`config.mk`:
```
export PLATFORM = sky130hd
export DESIGN_NAME = pe_row_conv_engine_flat
export DESIGN_NICKNAME = d
export VERILOG_FILES = /design/src/rtl/pe_row_conv_engine_pkg.sv /design/src/rtl/pe_row_conv_engine_if.sv /design/src/rtl/pe_row_conv_engine_mac.sv /design/src/rtl/pe_row_conv_engine.sv /design/src/flat_wrapper.sv
export SDC_FILE = /design/constraint.sdc
export NUM_CORES = 2
export LEC_CHECK = 0
export BUFFER_PORTS_ARGS = -buffer_cell sky130_fd_sc_hd__buf_2
export CAP_MARGIN = 20
export CORE_ASPECT_RATIO = 0.9
export CORE_MARGIN = 3
export CORE_UTILIZATION = 50
export DETAILED_ROUTE_END_ITERATION = 6
export PLACE_DENSITY = 0.66
export SLEW_MARGIN = 20
export SYNTH_ARGS = -nofsm -noshare
export SYNTH_HDL_FRONTEND = slang
export SYNTH_SLANG_ARGS = --single-unit
```
`constraint.sdc`:
```
create_clock -name pe_clk -period 12.7 [get_ports pe_clk]
set_clock_uncertainty 0.2 [all_clocks]
set_input_delay 1.27 -clock pe_clk [delete_from_list [all_inputs] [get_ports pe_clk]]
set_output_delay 1.27 -clock pe_clk [all_outputs]
set_load 0.005 [all_outputs]
```
`src/rtl/pe_row_conv_engine_pkg.sv`:
```
// Shared state encoding and pipeline constants for the PE row-convolution engine.
package pe_conv_pkg;

    typedef enum logic [2:0] {
        ST_IDLE,
        ST_LOAD,
        ST_FILL,
        ST_STREAM,
        ST_DRAIN,
        ST_FINISH
    } pe_conv_state_t;

    localparam int PIPE_LAT = 2;

    function automatic int psum_w(input int data_width);
        return 2 * data_width;
    endfunction

endpackage

```
`src/rtl/pe_row_conv_engine_if.sv`:
```
// Buffer-facing config, strobe and data bundle plus the result/status outputs.
// The buffer side drives through master; the engine consumes through slave.
interface pe_row_conv_engine_if #(
    parameter int DATA_WIDTH = 16,
    parameter int KMAX       = 5,
    parameter int ROW_W      = 10
);
    localparam int KW     = $clog2(KMAX + 1);
    localparam int PSUM_W = pe_conv_pkg::psum_w(DATA_WIDTH);

    logic                  cfg_start;
    logic [KW-1:0]         cfg_kernel_len;
    logic [ROW_W-1:0]      cfg_row_len;
    logic                  kernel_rden;
    logic [DATA_WIDTH-1:0] fltr_data;
    logic [DATA_WIDTH-1:0] ifmap_data;
    logic [PSUM_W-1:0]     psum_in;
    logic [PSUM_W-1:0]     psum_out;
    logic                  psum_valid;
    logic                  busy;
    logic                  done;
    logic                  cfg_err;
    logic                  overrun;

    modport master (
        output cfg_start, cfg_kernel_len, cfg_row_len, kernel_rden,
               fltr_data, ifmap_data, psum_in,
        input  psum_out, psum_valid, busy, done, cfg_err, overrun
    );

    modport slave (
        input  cfg_start, cfg_kernel_len, cfg_row_len, kernel_rden,
               fltr_data, ifmap_data, psum_in,
        output psum_out, psum_valid, busy, done, cfg_err, overrun
    );

endinterface

```
`src/rtl/pe_row_conv_engine_mac.sv`:
```
// K-lane signed multiply (stage 1) then adder tree plus psum_in (stage 2); one issue per cycle.
// Fixed 2-cycle issue-to-valid latency, no stall input; arithmetic wraps at PSUM_W bits.
module pe_mac_pipe
    import pe_conv_pkg::*;
#(
    parameter int DATA_WIDTH = 16,
    parameter int KMAX       = 5,
    parameter int KW         = $clog2(KMAX + 1),
    parameter int PSUM_W     = psum_w(DATA_WIDTH)
) (
    input  logic                            pe_clk,
    input  logic                            rstn,
    input  logic                            issue,
    input  logic [KW-1:0]                   klen,
    input  logic [KMAX-1:0][DATA_WIDTH-1:0] taps,
    input  logic [KMAX-1:0][DATA_WIDTH-1:0] window,
    input  logic [PSUM_W-1:0]               psum_in,
    output logic [PSUM_W-1:0]               psum_out,
    output logic                            psum_valid,
    output logic                            drain_ok
);

    logic [KMAX-1:0][PSUM_W-1:0] prod_q, prod_d;
    logic [PSUM_W-1:0]           acc_in_q, acc_in_d;
    logic [PSUM_W-1:0]           psum_q, psum_d;
    logic [PIPE_LAT-1:0]         vld_q, vld_d;
    logic [PSUM_W-1:0]           sum;

    function automatic logic [PSUM_W-1:0] smul(input logic [DATA_WIDTH-1:0] a,
                                               input logic [DATA_WIDTH-1:0] b);
        logic [PSUM_W-1:0] a_ext;
        logic [PSUM_W-1:0] b_ext;
        a_ext = {{(PSUM_W-DATA_WIDTH){a[DATA_WIDTH-1]}}, a};
        b_ext = {{(PSUM_W-DATA_WIDTH){b[DATA_WIDTH-1]}}, b};
        return a_ext * b_ext;
    endfunction

    always_comb begin
        prod_d   = prod_q;
        acc_in_d = acc_in_q;
        psum_d   = psum_q;
        vld_d    = {vld_q[PIPE_LAT-2:0], issue};
        sum      = acc_in_q;

        if (issue) begin
            acc_in_d = psum_in;
            // window[0] holds the newest pixel, so tap 0 pairs with the newest sample
            for (int k = 0; k < KMAX; k++) begin
                prod_d[k] = (k < int'(klen)) ? smul(taps[k], window[k]) : '0;
            end
        end

        for (int k = 0; k < KMAX; k++) begin
            sum = sum + prod_q[k];
        end
        if (vld_q[0]) begin
            psum_d = sum;
        end
    end

    always_ff @(posedge pe_clk) begin
        if (!rstn) begin
            prod_q   <= '0;
            acc_in_q <= '0;
            psum_q   <= '0;
            vld_q    <= '0;
        end else begin
            prod_q   <= prod_d;
            acc_in_q <= acc_in_d;
            psum_q   <= psum_d;
            vld_q    <= vld_d;
        end
    end

    assign psum_out   = psum_q;
    assign psum_valid = vld_q[PIPE_LAT-1];
    // Only the output stage may still be occupied once the FSM is allowed to finish
    assign drain_ok   = ~|vld_q[PIPE_LAT-2:0];

endmodule

```
`src/rtl/pe_row_conv_engine.sv`:
```
// PE row convolution: load K taps, slide N ifmap pixels past them, emit N-K+1 psums.
// 2-cycle strobe-to-psum latency; no backpressure, kernel_rden gaps of any length hold state.
module pe_row_conv_engine
    import pe_conv_pkg::*;
#(
    parameter int DATA_WIDTH = 16,
    parameter int KMAX       = 5,
    parameter int ROW_W      = 10
) (
    input logic                 pe_clk,
    input logic                 rstn,
    pe_row_conv_engine_if.slave bus
);

    localparam int KW     = $clog2(KMAX + 1);
    localparam int PSUM_W = psum_w(DATA_WIDTH);

    pe_conv_state_t                  state_q, state_d;
    logic [KW-1:0]                   k_q, k_d;
    logic [ROW_W-1:0]                n_q, n_d;
    logic [KW-1:0]                   tap_cnt_q, tap_cnt_d;
    logic [ROW_W-1:0]                pix_cnt_q, pix_cnt_d;
    logic [KMAX-1:0][DATA_WIDTH-1:0] taps_q, taps_d;
    logic [KMAX-1:0][DATA_WIDTH-1:0] win_q, win_d;
    logic                            cfg_err_q, cfg_err_d;
    logic                            overrun_q, overrun_d;

    logic             cfg_legal;
    logic [ROW_W-1:0] pix_next;
    logic             issue;
    logic             drain_ok;

    assign cfg_legal = (bus.cfg_kernel_len != '0)
                    && (int'(bus.cfg_kernel_len) <= KMAX)
                    && (int'(bus.cfg_kernel_len) <= int'(bus.cfg_row_len));
    assign pix_next  = pix_cnt_q + 1'b1;

    always_comb begin
        state_d   = state_q;
        k_d       = k_q;
        n_d       = n_q;
        tap_cnt_d = tap_cnt_q;
        pix_cnt_d = pix_cnt_q;
        taps_d    = taps_q;
        win_d     = win_q;
        cfg_err_d = cfg_err_q;
        overrun_d = overrun_q;
        issue     = 1'b0;

        case (state_q)
            ST_IDLE: begin
                if (bus.kernel_rden) begin
                    overrun_d = 1'b1;
                end
                if (bus.cfg_start) begin
                    if (cfg_legal) begin
                        k_d       = bus.cfg_kernel_len;
                        n_d       = bus.cfg_row_len;
                        tap_cnt_d = '0;
                        pix_cnt_d = '0;
                        win_d     = '0;
                        cfg_err_d = 1'b0;
                        state_d   = ST_LOAD;
                    end else begin
                        cfg_err_d = 1'b1;
                    end
                end
            end
            ST_LOAD: begin
                if (bus.kernel_rden) begin
                    taps_d[tap_cnt_q] = bus.fltr_data;
                    if (tap_cnt_q == k_q - KW'(1)) begin
                        tap_cnt_d = '0;
                        state_d   = ST_FILL;
                    end else begin
                        tap_cnt_d = tap_cnt_q + 1'b1;
                    end
                end
            end
            ST_FILL, ST_STREAM: begin
                if (bus.kernel_rden) begin
                    win_d     = {win_q[KMAX-2:0], bus.ifmap_data};
                    pix_cnt_d = pix_next;
                    // The strobe that completes the window issues the first MAC itself
                    if (state_q == ST_STREAM || pix_next == ROW_W'(k_q)) begin
                        issue   = 1'b1;
                        state_d = (pix_next == n_q) ? ST_DRAIN : ST_STREAM;
                    end
                end
            end
            ST_DRAIN: begin
                if (bus.kernel_rden) begin
                    overrun_d = 1'b1;
                end
                if (drain_ok) begin
                    state_d = ST_FINISH;
                end
            end
            ST_FINISH: begin
                if (bus.kernel_rden) begin
                    overrun_d = 1'b1;
                end
                state_d = ST_IDLE;
            end
            default: begin
                state_d = ST_IDLE;
            end
        endcase
    end

    always_ff @(posedge pe_clk) begin
        if (!rstn) begin
            state_q   <= ST_IDLE;
            k_q       <= '0;
            n_q       <= '0;
            tap_cnt_q <= '0;
            pix_cnt_q <= '0;
            taps_q    <= '0;
            win_q     <= '0;
            cfg_err_q <= 1'b0;
            overrun_q <= 1'b0;
        end else begin
            state_q   <= state_d;
            k_q       <= k_d;
            n_q       <= n_d;
            tap_cnt_q <= tap_cnt_d;
            pix_cnt_q <= pix_cnt_d;
            taps_q    <= taps_d;
            win_q     <= win_d;
            cfg_err_q <= cfg_err_d;
            overrun_q <= overrun_d;
        end
    end

    pe_mac_pipe #(
        .DATA_WIDTH(DATA_WIDTH),
        .KMAX      (KMAX),
        .KW        (KW),
        .PSUM_W    (PSUM_W)
    ) u_mac (
        .pe_clk    (pe_clk),
        .rstn      (rstn),
        .issue     (issue),
        .klen      (k_q),
        .taps      (taps_q),
        .window    (win_d),
        .psum_in   (bus.psum_in),
        .psum_out  (bus.psum_out),
        .psum_valid(bus.psum_valid),
        .drain_ok  (drain_ok)
    );

    assign bus.busy    = (state_q != ST_IDLE);
    assign bus.done    = (state_q == ST_FINISH);
    assign bus.cfg_err = cfg_err_q;
    assign bus.overrun = overrun_q;

endmodule

```
`src/flat_wrapper.sv`:
```
// flat-port wrapper written by rule: the top's interface ports become plain ports
module pe_row_conv_engine_flat import pe_conv_pkg::*;
#(
    parameter int DATA_WIDTH = 16,
    parameter int KMAX       = 5,
    parameter int ROW_W      = 10
)
  (pe_clk, rstn, bus_cfg_start, bus_cfg_kernel_len, bus_cfg_row_len, bus_kernel_rden, bus_fltr_data, bus_ifmap_data, bus_psum_in, bus_psum_out, bus_psum_valid, bus_busy, bus_done, bus_cfg_err, bus_overrun);
  pe_row_conv_engine_if #(.DATA_WIDTH(DATA_WIDTH), .KMAX(KMAX), .ROW_W(ROW_W)) bus_i ();
  input logic pe_clk;
  input logic rstn;
  input wire logic [$bits(bus_i.cfg_start)-1:0] bus_cfg_start;
  input wire logic [$bits(bus_i.cfg_kernel_len)-1:0] bus_cfg_kernel_len;
  input wire logic [$bits(bus_i.cfg_row_len)-1:0] bus_cfg_row_len;
  input wire logic [$bits(bus_i.kernel_rden)-1:0] bus_kernel_rden;
  input wire logic [$bits(bus_i.fltr_data)-1:0] bus_fltr_data;
  input wire logic [$bits(bus_i.ifmap_data)-1:0] bus_ifmap_data;
  input wire logic [$bits(bus_i.psum_in)-1:0] bus_psum_in;
  output wire logic [$bits(bus_i.psum_out)-1:0] bus_psum_out;
  output wire logic [$bits(bus_i.psum_valid)-1:0] bus_psum_valid;
  output wire logic [$bits(bus_i.busy)-1:0] bus_busy;
  output wire logic [$bits(bus_i.done)-1:0] bus_done;
  output wire logic [$bits(bus_i.cfg_err)-1:0] bus_cfg_err;
  output wire logic [$bits(bus_i.overrun)-1:0] bus_overrun;
  assign bus_i.cfg_start = bus_cfg_start;
  assign bus_i.cfg_kernel_len = bus_cfg_kernel_len;
  assign bus_i.cfg_row_len = bus_cfg_row_len;
  assign bus_i.kernel_rden = bus_kernel_rden;
  assign bus_i.fltr_data = bus_fltr_data;
  assign bus_i.ifmap_data = bus_ifmap_data;
  assign bus_i.psum_in = bus_psum_in;
  assign bus_psum_out = bus_i.psum_out;
  assign bus_psum_valid = bus_i.psum_valid;
  assign bus_busy = bus_i.busy;
  assign bus_done = bus_i.done;
  assign bus_cfg_err = bus_i.cfg_err;
  assign bus_overrun = bus_i.overrun;
  pe_row_conv_engine #(.DATA_WIDTH(DATA_WIDTH), .KMAX(KMAX), .ROW_W(ROW_W)) u_core (.pe_clk(pe_clk), .rstn(rstn), .bus(bus_i));
endmodule
```
Word-level counts from Yosys, hierarchy flattened
Index checks and enable logic that the tools add are counted.
- bits in registers: 417
- input port bits: 81
- output and inout port bits: 37
- logic and storage cells: 114
- add/sub/neg operators: 8
- multipliers: 5
- magnitude comparators: 9
- equal/unequal tests: 15
- mux-type cells: 34
- reduce and logical (&&, ||, !) cells: 18
- operators by type and width (operator ; number):
    80-bit two-way mux ; 3
    32-bit adder ; 5
    16-bit by 16-bit multiplier with 32-bit output ; 5
    32-bit two-way mux ; 5
    80-bit case mux with 2 select lines ; 1
    80-bit bitwise mux ; 1
    16-bit demux with 3-bit select ; 1
    3-bit two-way mux ; 12
    10-bit two-way mux ; 3
    10-bit case mux with 2 select lines ; 1
    16-bit two-way mux ; 1
    3-bit case mux with 4 select lines ; 1
    10-bit by 1-bit adder with 10-bit output (second input constant) ; 1
    10-bit == test ; 1
    10-bit by 3-bit == test with 1-bit output ; 1
    3-bit by 10-bit <= comparator with 1-bit output ; 1
    2-bit != test (second input constant) ; 4
    4-bit AND reduction ; 2
    7-bit AND reduction ; 1
    3-bit by 2-bit == test with 1-bit output (second input constant) ; 2
    3-bit == test (second input constant) ; 2
    1-bit by 3-bit less-than comparator with 1-bit output (first input constant) ; 2
    2-bit by 3-bit less-than comparator with 1-bit output (first input constant) ; 2
    2-bit by 1-bit != test with 1-bit output (second input constant) ; 3
    other kinds (19) ; 28

Depth between registers and ports, before layout
- depth after elaboration: 8
- gate-level depth with buffers: 37

Modules after synthesis
A second synthesis with hierarchy kept.
- cell total of the unflattened synthesis: 7417
- area, all modules: 68678.4 um^2
- modules (own cells, without submodules) (module ; instances ; cells an instance ; area an instance (um^2)):
    pe_mac_pipe ; 1 ; 6573 ; 60529.3
    pe_row_conv_engine ; 1 ; 844 ; 8149.1

Least setup slack after synthesis
OpenSTA, ideal clock, no wires.
- path kind: in2reg
- start: in bus_cfg_row_len[1]
- end: reg u_core.u_mac.prod_q[159] (netlist name)
- setup time: 117 ps
- arrival time: 8971 ps
- path slack: 3412 ps
- cell stages on the path: 35
- path buffers: 4
- cells stage by stage: inv_1 ha_1 nor2b_1 o21a_1 o2111ai_1 and3_1 a22oi_1 or2_2 clkbuf_1 buf_2 buf_1 a22o_1 clkbuf_1 nand2_1 fa_1 inv_1 fa_1 inv_1 fa_1 inv_1 fa_1 fa_1 inv_1 fa_1 inv_1 ha_1 a21o_1 a21o_1 a21oi_1 o21ai_0 o41a_1 o31a_1 o211a_1 or3_1 a32o_1
- cells in the longest elaborated chain, start to end: 7
- RTL lines (element ; line ; text):
    from (decl) ; flat_wrapper.sv:14 ; input wire logic [$bits(bus_i.cfg_row_len)-1:0] bus_cfg_row_len;
    3-bit by 10-bit <= comparator with 1-bit output ; pe_row_conv_engine.sv:35 ; && (int'(bus.cfg_kernel_len) <= int'(bus.cfg_row_len));
    1-bit logical AND ; pe_row_conv_engine.sv:35 ;
    80-bit two-way mux ; pe_row_conv_engine.sv:56 ; if (cfg_legal) begin
    80-bit two-way mux ; pe_row_conv_engine.sv:55 ; if (bus.cfg_start) begin
    80-bit case mux with 2 select lines ; pe_row_conv_engine.sv:50 ; case (state_q)
    16-bit by 16-bit multiplier with 32-bit output ; pe_row_conv_engine_mac.sv:35 ; return a_ext * b_ext;
    32-bit two-way mux ; pe_row_conv_engine_mac.sv:49 ; prod_d[k] = (k < int'(klen)) ? smul(taps[k], window[k]) : '0;
    to (signal assigned) ; pe_row_conv_engine_mac.sv:68 ; prod_q <= prod_d;
    to (decl) ; pe_row_conv_engine_mac.sv:23 ; logic [KMAX-1:0][PSUM_W-1:0] prod_q, prod_d;
Every way passes these cells.
A chain may end at the register's enable or synchronous reset.

Worst setup path in the final report
- start: in bus_cfg_row_len[1]
- end: reg u_core.u_mac.prod_q[62] (netlist name)
The elaborated chain is that of the path after synthesis.

==> flow_summary.json <==
{
  "outcome": "finished, final reports clean",
  "slowest_stage": "fa_1",
  "cts_inserted_buffers": 51,
  "finalWorstSetupSlack_ns": 2.669,
  "ctsResizeCount": 0,
  "ioPinCount": 118,
  "tritoncts": "yes",
  "fin_hold_ws_ns": 0.2583,
  "filler_cell_count": 12764,
  "synth_async_sr_flop_share": 0,
  "grt_usage": 0.2837,
  "busiest_layer": "met2",
  "design.core.area_um2": 138200,
  "ctsHoldBuffers": 0,
  "netlist_instances": 7635,
  "grt_start_max_net_pins": 121,
  "min_period_ns": 10.03,
  "yosys.area.top_type": "fa_1",
  "synth_top_area_frac": 0.4106,
  "antenna_violations_before_repair": 11,
  "grt_pass1_wl_um": 314800,
  "synthesis.area_um2": 69870,
  "clkTransAtPathRegs_ns": 0.06,
  "grt_use_met2": 0.4206,
  "detail-route-antenna-nets": 0,
  "drt-total-wl_um": 196400,
  "layout_commonest_cell": "inv_1",
  "setup.worst_path.start_class": "input port",
  "number_of_nets_in_the_layout": 9508,
  "dp.final_hpwl_um": 159300,
  "internal_pwr_total_uw": 2548,
  "worstSetupPathType": "input port to register",
  "gr-usage-met1": 0.4113,
  "first_global_vias": 53458,
  "clock_tree_root_buffer_cell": "clkbuf_16",
  "power.net_switching_uw": 1331,
  "timing.setup.tns_ns": 0,
  "routed-via-count": 51248,
  "wl_per_cell_um": 20.82,
  "placement.io_buffers": 117,
  "drv_cap": 0,
  "period_share": 0.7898,
  "total_iterations_of_the_first_detailed_routing_run": 6,
  "synth-main-ff-cell": "dfxtp_1",
  "combinationalPowerShare": 0.214,
  "setup_viol": 0,
  "netlist_top_cells_area": "fa_1 41%, dfxtp_1 12%, inv_1 9.0%",
  "grt_use_met3": 0.06119,
  "area_growth_from_synthesis_to_final_layout_pct": 5.625,
  "place_congestion": 0.9225,
  "crit_arrival_ns": 10.40,
  "timing.critical_path.slowest_cell_delay_ns": 0.89,
  "fmaxAchievable_mhz": 99.69,
  "rsz0062_at_grt": "false",
  "cts-root-to-sink-buffers": 3,
  "seq_power_share": 0.368,
  "grt_overflow": 0,
  "design.die.area_um2": 144300,
  "routed_via_density": 5.435,
  "count_of_flip_flops_with_a_built_in_enable_after_synthesis": 0,
  "synth_nets": 9596,
  "timing_hold_violations_final": 0,
  "post_synth.cell_area_avg_um2": 9.151,
  "layout.cells.most_common_list": "1676 x inv_1, 1433 x fa_1, 824 x nand2_1",
  "cell_occurring_most_often_along_the_worst_timing_path": "fa_1",
  "drcViolationCount": 0,
  "clkPwrFrac": 0.418,
  "power.switching_fraction": 0.3431,
  "yosysSeqAreaShare": 0.1195,
  "layout-drive-gt1-share": 0.04178,
  "preCtsSetupSlack_ns": 2.141,
  "cts_h_tree_lvls": 2,
  "timing_max_transition_violations_final": 0,
  "p_per_area_nw_per_um2": 52.57,
  "final_util": 0.5342,
  "synth_cell_types": 87,
  "first_iter_violations": 4180,
  "p_leak_uw": 0.03683,
  "worst_slew_margin_rel": 0.2806,
  "cp_data_required_time_ns": 13.07,
  "postCtsSetupRepairBufs": 0,
  "min-delay-path-class": "register to register",
  "clock_insertion_delay_worst_skew_ns": 0.69,
  "synth.ff_latch_count": 417,
  "initial_utilization": 0.5057,
  "worst_ir_drop_vdd_mv": 0.09548,
  "timing_worst_slew_pin_value_ns": 1.079,
  "die_h_um": 360.6,
  "cts.sink_count": 417,
  "placementRows": 129,
  "timing.critical_path.fanout_max": 59,
  "dieWidth_um": 400.0,
  "crit_path_end_kind": "register",
  "synth_warnings": 0
}
[Yosys cell counts, types with 6 or more instances]
master / number
inv_1: 1676
fa_1: 1433
nand2_1: 825
and2_1: 576
ha_1: 447
dfxtp_1: 417
nor2b_1: 374
clkbuf_1: 260
a21oi_1: 163
xnor2_1: 155
nor2_1: 153
o21ai_0: 142
a21boi_0: 125
a22o_1: 77
a22oi_1: 77
a21o_1: 75
nor3_1: 64
xor2_1: 61
nand3_1: 59
mux2i_1: 48
nand2b_1: 47
o21a_1: 38
buf_2: 32
or2_2: 29
or3_1: 21
and3_1: 20
a31oi_1: 19
o21bai_1: 19
nand4_1: 14
a32oi_1: 12
buf_1: 12
nand3b_1: 11
o31ai_1: 11
a211oi_1: 9
a211o_1: 8
nor3b_1: 8
nor4_1: 8
o211ai_1: 7
o41ai_1: 7
o31a_1: 6
[metrics by stage]
step                power [uW]  cells  area [um^2]
global route              4026   9424        73780
CTS                       3888   9422        73780
floorplan                 1943   7635        69870
global placement          2254   9328        71980
detailed placement        2267   9328        71980
finish                    3880   9430        73800
[cell type report]
| type | count | area, um^2 | share of cell area |
|---|---|---|---|
| well taps | 1834 | 2295 | 0.03109 |
| inverters | 1676 | 6291 | 0.08524 |
| clock buffers | 67 | 1439 | 0.01950 |
| diodes | 8 | 20.02 | 0.0002713 |
| clock inverters | 27 | 359.1 | 0.004866 |
| repair buffers | 172 | 1033 | 0.01400 |
| flip-flops and latches | 417 | 8349 | 0.1131 |
| multi-input cells | 5229 | 54010 | 0.7319 |
[logic make-up (layout without fill, tap and decap cells)]
kind of cell | count (synthesis) | in the layout | share of synthesized area
flops | 417 | 417 | 0.1195
other cells | 0 | 8 | 0
compound gates | 854 | 854 | 0.08440
xor+xnor | 216 | 216 | 0.02708
buf+inv | 1989 | 1942 | 0.1078
fa+ha+maj | 1880 | 1880 | 0.4906
simple gates | 2230 | 2230 | 0.1636
mux | 49 | 49 | 0.007038
[metal layers]
metal | up-vias | wire length (um)
li1 | 22890 | -
met1 | 26191 | 86880
met2 | 1847 | 84200
met3 | 312 | 17270
met4 | 8 | 7965
met5 | - | 53
[state kept, by name, summed over array words and instances, names as in the netlist]
name                   cells
u_core.bus.cfg_err         1
u_core.bus.overrun         1
u_core.k_q                 3
u_core.n_q                10
u_core.pix_cnt_q          10
u_core.state_q             3
u_core.tap_cnt_q           3
u_core.taps_q             80
u_core.u_mac.acc_in_q     32
u_core.u_mac.prod_q      160
u_core.u_mac.psum_out     32
u_core.u_mac.vld_q         2
u_core.win_q              80
[worst max-delay path, delay by kind of cell]
| family | cells | cell delay (ns) |
|---|---|---|
| adders and majority gates | 8 | 4.03 |
| and+or+nand+nor | 8 | 2.61 |
| AOI/OAI and AO/OA | 8 | 1.84 |
| buffers and inverters | 6 | 0.44 |
| xor gates and xnor gates | 1 | 0.15 |
[worst paths after layout]
path | from | endpoint | depth (start not counted) | slack [ns]
hold reg to reg | u_core.bus.overrun | u_core.bus.overrun | 1 | 0.26
setup reg to reg | u_core.state_q[1] | u_core.u_mac.prod_q[62] | 25 | 3.66
setup / recovery | bus_cfg_row_len[1] | u_core.u_mac.prod_q[62] | 31 | 2.67
hold / removal | u_core.bus.overrun | u_core.bus.overrun | 1 | 0.26
[power by group through the flow]
stage,sequential (uW),clock (uW),combinational (uW)
floorplan,1390,0,550
global placement,1450,0,804
detailed placement,1450,0,816
CTS,1420,1650,820
global route,1430,1690,905
finish,1430,1620,832
Power figures use the tool's default switching activity.
